--- src/rtl/clk_rate_arbiter.sv ---
// Programmable half-period clock divider with a two-requester round-robin
// rate-change arbiter; new counts are applied only at half-period boundaries.
module clk_rate_arbiter #(
    parameter int unsigned      WIDTH         = 32,
    parameter logic [WIDTH-1:0] DEFAULT_COUNT = WIDTH'(49_999_999)
) (
    input  logic             basys_clk,
    input  logic             reset,
    input  logic [1:0]       req,
    input  logic [WIDTH-1:0] req_count0,
    input  logic [WIDTH-1:0] req_count1,
    output logic [1:0]       grant,
    output logic             busy,
    output logic [WIDTH-1:0] active_count,
    output logic             out_clk,
    output logic             tick
);

    typedef enum logic {
        IDLE    = 1'b0,
        PENDING = 1'b1
    } state_t;

    state_t           state_q, state_d;
    logic [WIDTH-1:0] cnt_q, cnt_d;
    logic [WIDTH-1:0] active_q, active_d;
    logic [WIDTH-1:0] pending_q, pending_d;
    logic             out_clk_q, out_clk_d;
    logic             tick_q, tick_d;
    logic             busy_q, busy_d;
    logic [1:0]       grant_q, grant_d;
    logic             ptr_q, ptr_d;
    logic             boundary_s;
    logic             win_s;

    assign boundary_s = (cnt_q == active_q);

    // Divider: count up to active_q, then wrap and toggle out_clk.
    always_comb begin
        cnt_d     = cnt_q + WIDTH'(1);
        out_clk_d = out_clk_q;
        tick_d    = 1'b0;
        if (boundary_s) begin
            cnt_d     = '0;
            out_clk_d = ~out_clk_q;
            tick_d    = 1'b1;
        end else begin
            tick_d    = 1'b0;
        end
    end

    // Round-robin choice: ptr_q names the requester favoured on a tie.
    always_comb begin
        win_s = 1'b0;
        if (req == 2'b11) begin
            win_s = ptr_q;
        end else begin
            win_s = req[1];
        end
    end

    // Arbiter FSM next-state: grant from IDLE, apply the pending count on a boundary.
    always_comb begin
        state_d   = state_q;
        grant_d   = 2'b00;
        busy_d    = busy_q;
        pending_d = pending_q;
        active_d  = active_q;
        ptr_d     = ptr_q;
        case (state_q)
            IDLE: begin
                if (req != 2'b00) begin
                    grant_d   = win_s ? 2'b10 : 2'b01;
                    pending_d = win_s ? req_count1 : req_count0;
                    ptr_d     = ~win_s;
                    busy_d    = 1'b1;
                    state_d   = PENDING;
                end else begin
                    busy_d    = 1'b0;
                end
            end
            PENDING: begin
                // Update lands on the wrap, so the next half-period uses the new count.
                if (boundary_s) begin
                    active_d = pending_q;
                    busy_d   = 1'b0;
                    state_d  = IDLE;
                end else begin
                    busy_d   = 1'b1;
                end
            end
            default: begin
                busy_d  = 1'b0;
                state_d = IDLE;
            end
        endcase
    end

    // State and output registers with synchronous reset.
    always_ff @(posedge basys_clk) begin
        if (reset) begin
            state_q   <= IDLE;
            cnt_q     <= '0;
            active_q  <= DEFAULT_COUNT;
            pending_q <= '0;
            out_clk_q <= 1'b0;
            tick_q    <= 1'b0;
            busy_q    <= 1'b0;
            grant_q   <= 2'b00;
            ptr_q     <= 1'b0;
        end else begin
            state_q   <= state_d;
            cnt_q     <= cnt_d;
            active_q  <= active_d;
            pending_q <= pending_d;
            out_clk_q <= out_clk_d;
            tick_q    <= tick_d;
            busy_q    <= busy_d;
            grant_q   <= grant_d;
            ptr_q     <= ptr_d;
        end
    end

    assign grant        = grant_q;
    assign busy         = busy_q;
    assign active_count = active_q;
    assign out_clk      = out_clk_q;
    assign tick         = tick_q;

endmodule

--- config.mk ---
export PLATFORM = sky130hd
export DESIGN_NAME = clk_rate_arbiter
export DESIGN_NICKNAME = d
export VERILOG_FILES = /design/src/rtl/clk_rate_arbiter.sv
export SDC_FILE = /design/constraint.sdc
export NUM_CORES = 1
export LEC_CHECK = 0
export ABC_AREA = 1
export CAP_MARGIN = 20
export CORE_UTILIZATION = 60
export DETAILED_ROUTE_END_ITERATION = 16
export DONT_BUFFER_PORTS = 1
export PLACE_DENSITY = 0.79
export RECOVER_POWER = 25
export SYNTH_ARGS = -nofsm -noshare
export SYNTH_HDL_FRONTEND = slang
export SYNTH_SLANG_ARGS = --single-unit
--- constraint.sdc ---
create_clock -name basys_clk -period 1.96 [get_ports basys_clk]
set_input_delay 0.588 -clock basys_clk [delete_from_list [all_inputs] [get_ports basys_clk]]
set_output_delay 0.588 -clock basys_clk [all_outputs]
set_load 0.01 [all_outputs]
==> results.toml, run 1 <==
[logic_synthesis]
syn_inst = 729
yosysWarnings = 0
synthesis.area_sq_um = 4990
ys_types = 31
yosysSeqAreaShare_pct = 40.9
ys_seq_elements = 102
async_flop_share_pct = 0
synth.net_count = 798
synth_edf_count = 0
dominantRegCellSynth = "dfxtp_1"
synth.avg_cell_area_sq_um = 6.85

[cells_and_area]
finalNetCount = 798
num-fill-cells = 688
diodes = 0
final_layout_size_suffix_gt1_share_pct = 8.45
synthToLayoutAreaGrowth_pct = 7.85

[setup_path]
cpPeakStageDelay_ns = 0.41
cp.depth = 10
rr_worst_depth = 10
path_buf_inv = 2
critPathKind = "reg -> reg"
r2r-start = "cnt_q[1]$_SDFF_PP0_"
path_max_fanout = 3
cp.required_ns = 2.27
r2r_end = "cnt_q[30]$_SDFF_PP0_"
cp-start-kind = "flip-flop"
crit_path_start = "cnt_q[1]$_SDFF_PP0_"
crit_chain = "ha_1, nand2_1, inv_1, nand2_1, nor2_2, inv_1, nor3_2, nand2_1, or2_0, a21oi_1"
worstSetupEndpoint = "cnt_q[30]$_SDFF_PP0_"
arrival_ns = 2.10
end_kind = "flip-flop"
ff2ff_setup_slack_ns = 0.17
crit_slowest_cell = "dfxtp_1"
crit_top_cell = "nand2_1"
cp_top_family = "simple AND/OR/NAND/NOR gates"

[timing]
slew_violations = 0
worst_pin_slew_ns = 0.676
max-slew-margin-rel_pct = 55.0
setup_viol_count_final = 0
worst_slack_ns = 0.174
fin_crit_sh_pct = 91.1
skew_ns = 0.0119
fmax_mhz = 560
tns_ns = 0
hold_viol = 0
post-route-min-period_ns = 1.79
rsz0062_at_grt = "false"

[detailed_routing]
via_per_inst = 5.51
drc = 0
num_vias = 4606
antenna_left = 0
drt_wl_total_mm = 12.3
firstDrtPassIters = 5
wl_per_cell_um = 14.8
drt-initial-drc-count = 225

[die]
num_rows = 32
coreArea_sq_um = 7890
ios = 105
dieArea_sq_um = 8690
die_w_um = 93.2
die_h_um = 93.2
start_util_pct = 63.3

[clocking]
cts_tree = "built"
cts_root_buf = "clkbuf_8"
ctsResizeCount = 0
cts.clk_slew.worst_paths_ns = 0.11
cts.sinks = 102
post-cts-setup-buffer-count = 0
cts_buffers = 9
clk_path_buf_depth = 2
clk_latency_ns = 0.37
cts_htree_levels = 3
hold_buffers = 0

[power]
power_density_nw_per_um2 = 725
power.leakage_nw = 2.14
ir_drop_mv = 0.511

[placement]
place_congestion = 0.918
dp_slack_ns = 0.120
dp_hpwl_mm = 9.39
port_buffers = 0

[grt]
grt_max_degree = 35
grt_usage_pct = 30.1
grt.overflow.total = 0
grt_pass1_vias = 4276
grt_pass1_wl_mm = 20.7
antenna_found_initial = 0

[job]
maxCapViolCount = 0

[min_path]
min_path_type = "in -> reg"

[outcome]
status = "finished clean"
==> state kept, by name, indices dropped and copies added (netlist names) <==
name	flops
out_clk	1
grant	2
cnt_q	32
busy	1
tick	1
active_count	32
pending_q	32
ptr_q	1
==> final cells by class <==
cell class / instances / area [sq um] / share of cell area (%)
timing repair buffer: 29 / 240 / 4.46
tap: 102 / 128 / 2.37
multi-input combinational: 504 / 2460 / 45.7
sequential: 102 / 2040 / 38.0
clock inverter: 7 / 77.6 / 1.44
clock buffer: 9 / 124 / 2.30
inverter: 83 / 312 / 5.79
==> power by group <==
part / switching, mW / internal (mW)
logic: 0.223 / 0.112
registers: 0.0610 / 2.17
clock network: 0.827 / 0.506
==> per-layer routing <==
metal	part of all wire, %	vias to the layer above	global-route usage, %	wire (um)
li1	-	2349	-	-
met1	45	2074	39.9	5560
met2	46	157	49.1	5700
met3	6.4	26	5.12	787
met4	2.3	0	11.3	282
met5	0	-	0	0
==> per-stage QoR <==
step                      total power [mW]  hold WS (ns)  cell area (sq um)  instances  utilization, %
after global placement                2.60         0.455               5170        820            65.6
after detailed placement              2.62         0.469               5170        820            65.6
after CTS                             3.93         0.337               5380        836            68.1
after global routing                  4.06         0.340               5380        836            68.2
final                                 3.90         0.354               5380        836            68.2
after floorplan                       2.53         0.441               4990        729               -
==> logic make-up (layout without fill, tap and decap cells) <==
| group | count (synthesis) | in the layout | share of synthesized area [%] |
|---|---|---|---|
| and+or+nand+nor | 382 | 382 | 33.3 |
| buffers and inverters | 123 | 128 | 10.1 |
| DFF | 102 | 102 | 40.9 |
| AOI/OAI and AO/OA | 89 | 89 | 9.83 |
| xor gates and xnor gates | 32 | 32 | 5.62 |
| adders and majority gates | 1 | 1 | 0.251 |
==> worst min-delay path by stage <==
stage	start	end	slack [ns]	cells after the start
6_report	req_count0[30]	pending_q[30]$_SDFFE_PP0P_	0.35	2
5_1_grt	req_count0[30]	pending_q[30]$_SDFFE_PP0P_	0.34	2
4_1_cts	req_count0[30]	pending_q[30]$_SDFFE_PP0P_	0.34	2
3_5_place_dp	cnt_q[0]$_SDFF_PP0_	cnt_q[0]$_SDFF_PP0_	0.47	1
3_3_place_gp	cnt_q[0]$_SDFF_PP0_	cnt_q[0]$_SDFF_PP0_	0.46	1
2_1_floorplan	cnt_q[0]$_SDFF_PP0_	cnt_q[0]$_SDFF_PP0_	0.44	1
==> synth_stat cells (16+ instances only) <==
| master | instances | area share (%) |
|---|---|---|
| a21oi_1 | 16 | 1.6 |
| a31oi_1 | 33 | 4.1 |
| clkbuf_1 | 22 | 1.7 |
| dfxtp_1 | 102 | 41 |
| inv_1 | 82 | 6.2 |
| nand2_1 | 222 | 17 |
| nand3_1 | 26 | 2.6 |
| nand4_1 | 44 | 5.5 |
| nor2_1 | 58 | 4.4 |
| nor3_1 | 17 | 1.7 |
| o21ai_0 | 38 | 3.8 |
| xnor2_1 | 21 | 3.7 |
==> cells in the final DEF, fill, tap and decap left out, drive strengths merged <==
cell type	instances
xnor2	21
inv	86
or2	6
nand3b	1
clkbuf	11
o21ai	39
nand4	44
buf	27
a31oi	33
dfxtp	102
nand2	222
ha	1
nand3	27
nor4	2
xor2	11
a31o	1
a21oi	16
nor4b	1
nor2	61
nor3	18
clkinv	4
Power figures use the tool's default switching activity.
==> inputs of run 2 (changes only) <==
--- a/config.mk
+++ b/config.mk
@@ -12,6 +12,7 @@
 export DONT_BUFFER_PORTS = 1
 export PLACE_DENSITY = 0.79
 export RECOVER_POWER = 25
+export SLEW_MARGIN = 0
 export SYNTH_ARGS = -nofsm -noshare
 export SYNTH_HDL_FRONTEND = slang
 export SYNTH_SLANG_ARGS = --single-unit
==> constraint.sdc (replaced) <==
create_clock -name basys_clk -period 2 [get_ports basys_clk]
set_input_delay 0.6 -clock basys_clk [delete_from_list [all_inputs] [get_ports basys_clk]]
set_output_delay 0.6 -clock basys_clk [all_outputs]
set_load 0.01 [all_outputs]
==> run 2 against run 1 <==
Non-clock buffer count down 7. Hold slack better by 0.013 ns. Register-to-register slack about the same. Critical endpoint is now cnt_q[25]$_SDFF_PP0_. Critical path type unchanged. Final cell count down 0.84%. Power grew 0.21%. Highest routed layer unchanged. Via count grew 0.50%. Count of clock-buffer cells in the layout is 1 higher. Largest cell class unchanged. Die area unchanged.
==> results.toml, run 2 (synthesized netlist as in run 1, its figures left out) <==
[setup_path]
arrival_ns = 2.09
cpPeakStageDelay_ns = 0.56
cp.required_ns = 2.27
end_kind = "flip-flop"
crit_chain = "inv_1, nor3_1, inv_1, nor3_1, nand2_1, xor2_1, nor2_1"
crit_slowest_cell = "nor3_1"
cp_top_family = "simple AND/OR/NAND/NOR gates"
path_buf_inv = 2
path_max_fanout = 6
cp-start-kind = "flip-flop"
critPathKind = "reg -> reg"

[timing]
slew_violations = 0
fmax_mhz = 549
hold_viol = 0
post-route-min-period_ns = 1.82
setup_viol_count_final = 0
rsz0062_at_grt = "true"
max-slew-margin-rel_pct = 57.4
worst_slack_ns = 0.179
skew_ns = 0.00800
fin_crit_sh_pct = 91.0
worst_pin_slew_ns = 0.634

[detailed_routing]
drt-initial-drc-count = 224
via_per_inst = 5.58
drt_wl_total_mm = 12.5
num_vias = 4629
firstDrtPassIters = 4
wl_per_cell_um = 15.0
antenna_left = 0
drc = 0

[die]
coreArea_sq_um = 7890
dieArea_sq_um = 8690
start_util_pct = 63.3
num_rows = 32
ios = 105
die_w_um = 93.2
die_h_um = 93.2

[clocking]
cts_htree_levels = 3
cts_root_buf = "clkbuf_8"
cts_buffers = 9
post-cts-setup-buffer-count = 0
clk_path_buf_depth = 2
cts_tree = "built"
cts.sinks = 102
cts.clk_slew.worst_paths_ns = 0.11
ctsResizeCount = 0
clk_latency_ns = 0.38
hold_buffers = 0

[power]
ir_drop_mv = 0.513
power.leakage_nw = 2.11
power_density_nw_per_um2 = 732
finalPower_mw = 3.91

[cells_and_area]
final_cell_mix = "nand2_1, dfxtp_1, inv_1"
design_area_sq_um = 5340
finalNetCount = 791
final_layout_size_suffix_gt1_share_pct = 7.70
diodes = 0
num-fill-cells = 683
layout_commonest_cell = "nand2_1"
synthToLayoutAreaGrowth_pct = 7.02
final_util_pct = 67.7

[placement]
place_congestion = 0.917
placed_cell_area_sq_um = 5120
dp_slack_ns = 0.175
dp_hpwl_mm = 9.45
port_buffers = 0

[grt]
grt_usage_pct = 30.0
grt.overflow.total = 0
grt_pass1_wl_mm = 20.3
grt_max_degree = 36
antenna_found_initial = 0
grt_pass1_vias = 4265

[outcome]
status = "finished clean"

[job]
maxCapViolCount = 0

[min_path]
min_path_type = "in -> reg"
[run 2: worst paths after layout]
check	cells past startpoint	to	slack, ns	startpoint
max	7	cnt_q[25]$_SDFF_PP0_	0.18	cnt_q[22]$_SDFF_PP0_
min	2	pending_q[30]$_SDFFE_PP0P_	0.37	req_count0[30]
max reg2reg	7	cnt_q[25]$_SDFF_PP0_	0.18	cnt_q[22]$_SDFF_PP0_
min reg2reg	1	cnt_q[0]$_SDFF_PP0_	0.45	cnt_q[0]$_SDFF_PP0_
[run 2: layer usage]
| metal | track usage, % | wire length (um) |
|---|---|---|
| met1 | 38.2 | 5610 |
| met2 | 48.8 | 5780 |
| met3 | 6.10 | 674 |
| met4 | 13.5 | 407 |
| met5 | 0 | 0 |
[run 2: through the flow]
stage / setup TNS [ns] / cells / hold slack (ns)
finish: 0 / 829 / 0.367
global route: -0.0159 / 829 / 0.362
floorplan: 0 / 729 / 0.441
CTS: 0 / 829 / 0.358
global placement: 0 / 813 / 0.453
detailed placement: 0 / 813 / 0.468
[run 2: power by group]
part	internal [mW]	leakage [nW]	switching [mW]	total, mW
combinational	0.106	1.17	0.222	0.328
clock	0.632	0.103	0.764	1.40
sequential	2.13	0.832	0.0557	2.18
total	2.87	2.11	1.04	3.91
[run 2: final cells by class]
type	instances	area, sq um	share of cell area [%]
Clock buffer	10	138	2.58
Clock inverter	6	76.3	1.43
Inverter	83	312	5.83
Multi-Input combinational cell	504	2450	46.0
Sequential cell	102	2040	38.3
Tap cell	102	128	2.39
Timing Repair Buffer	22	189	3.54
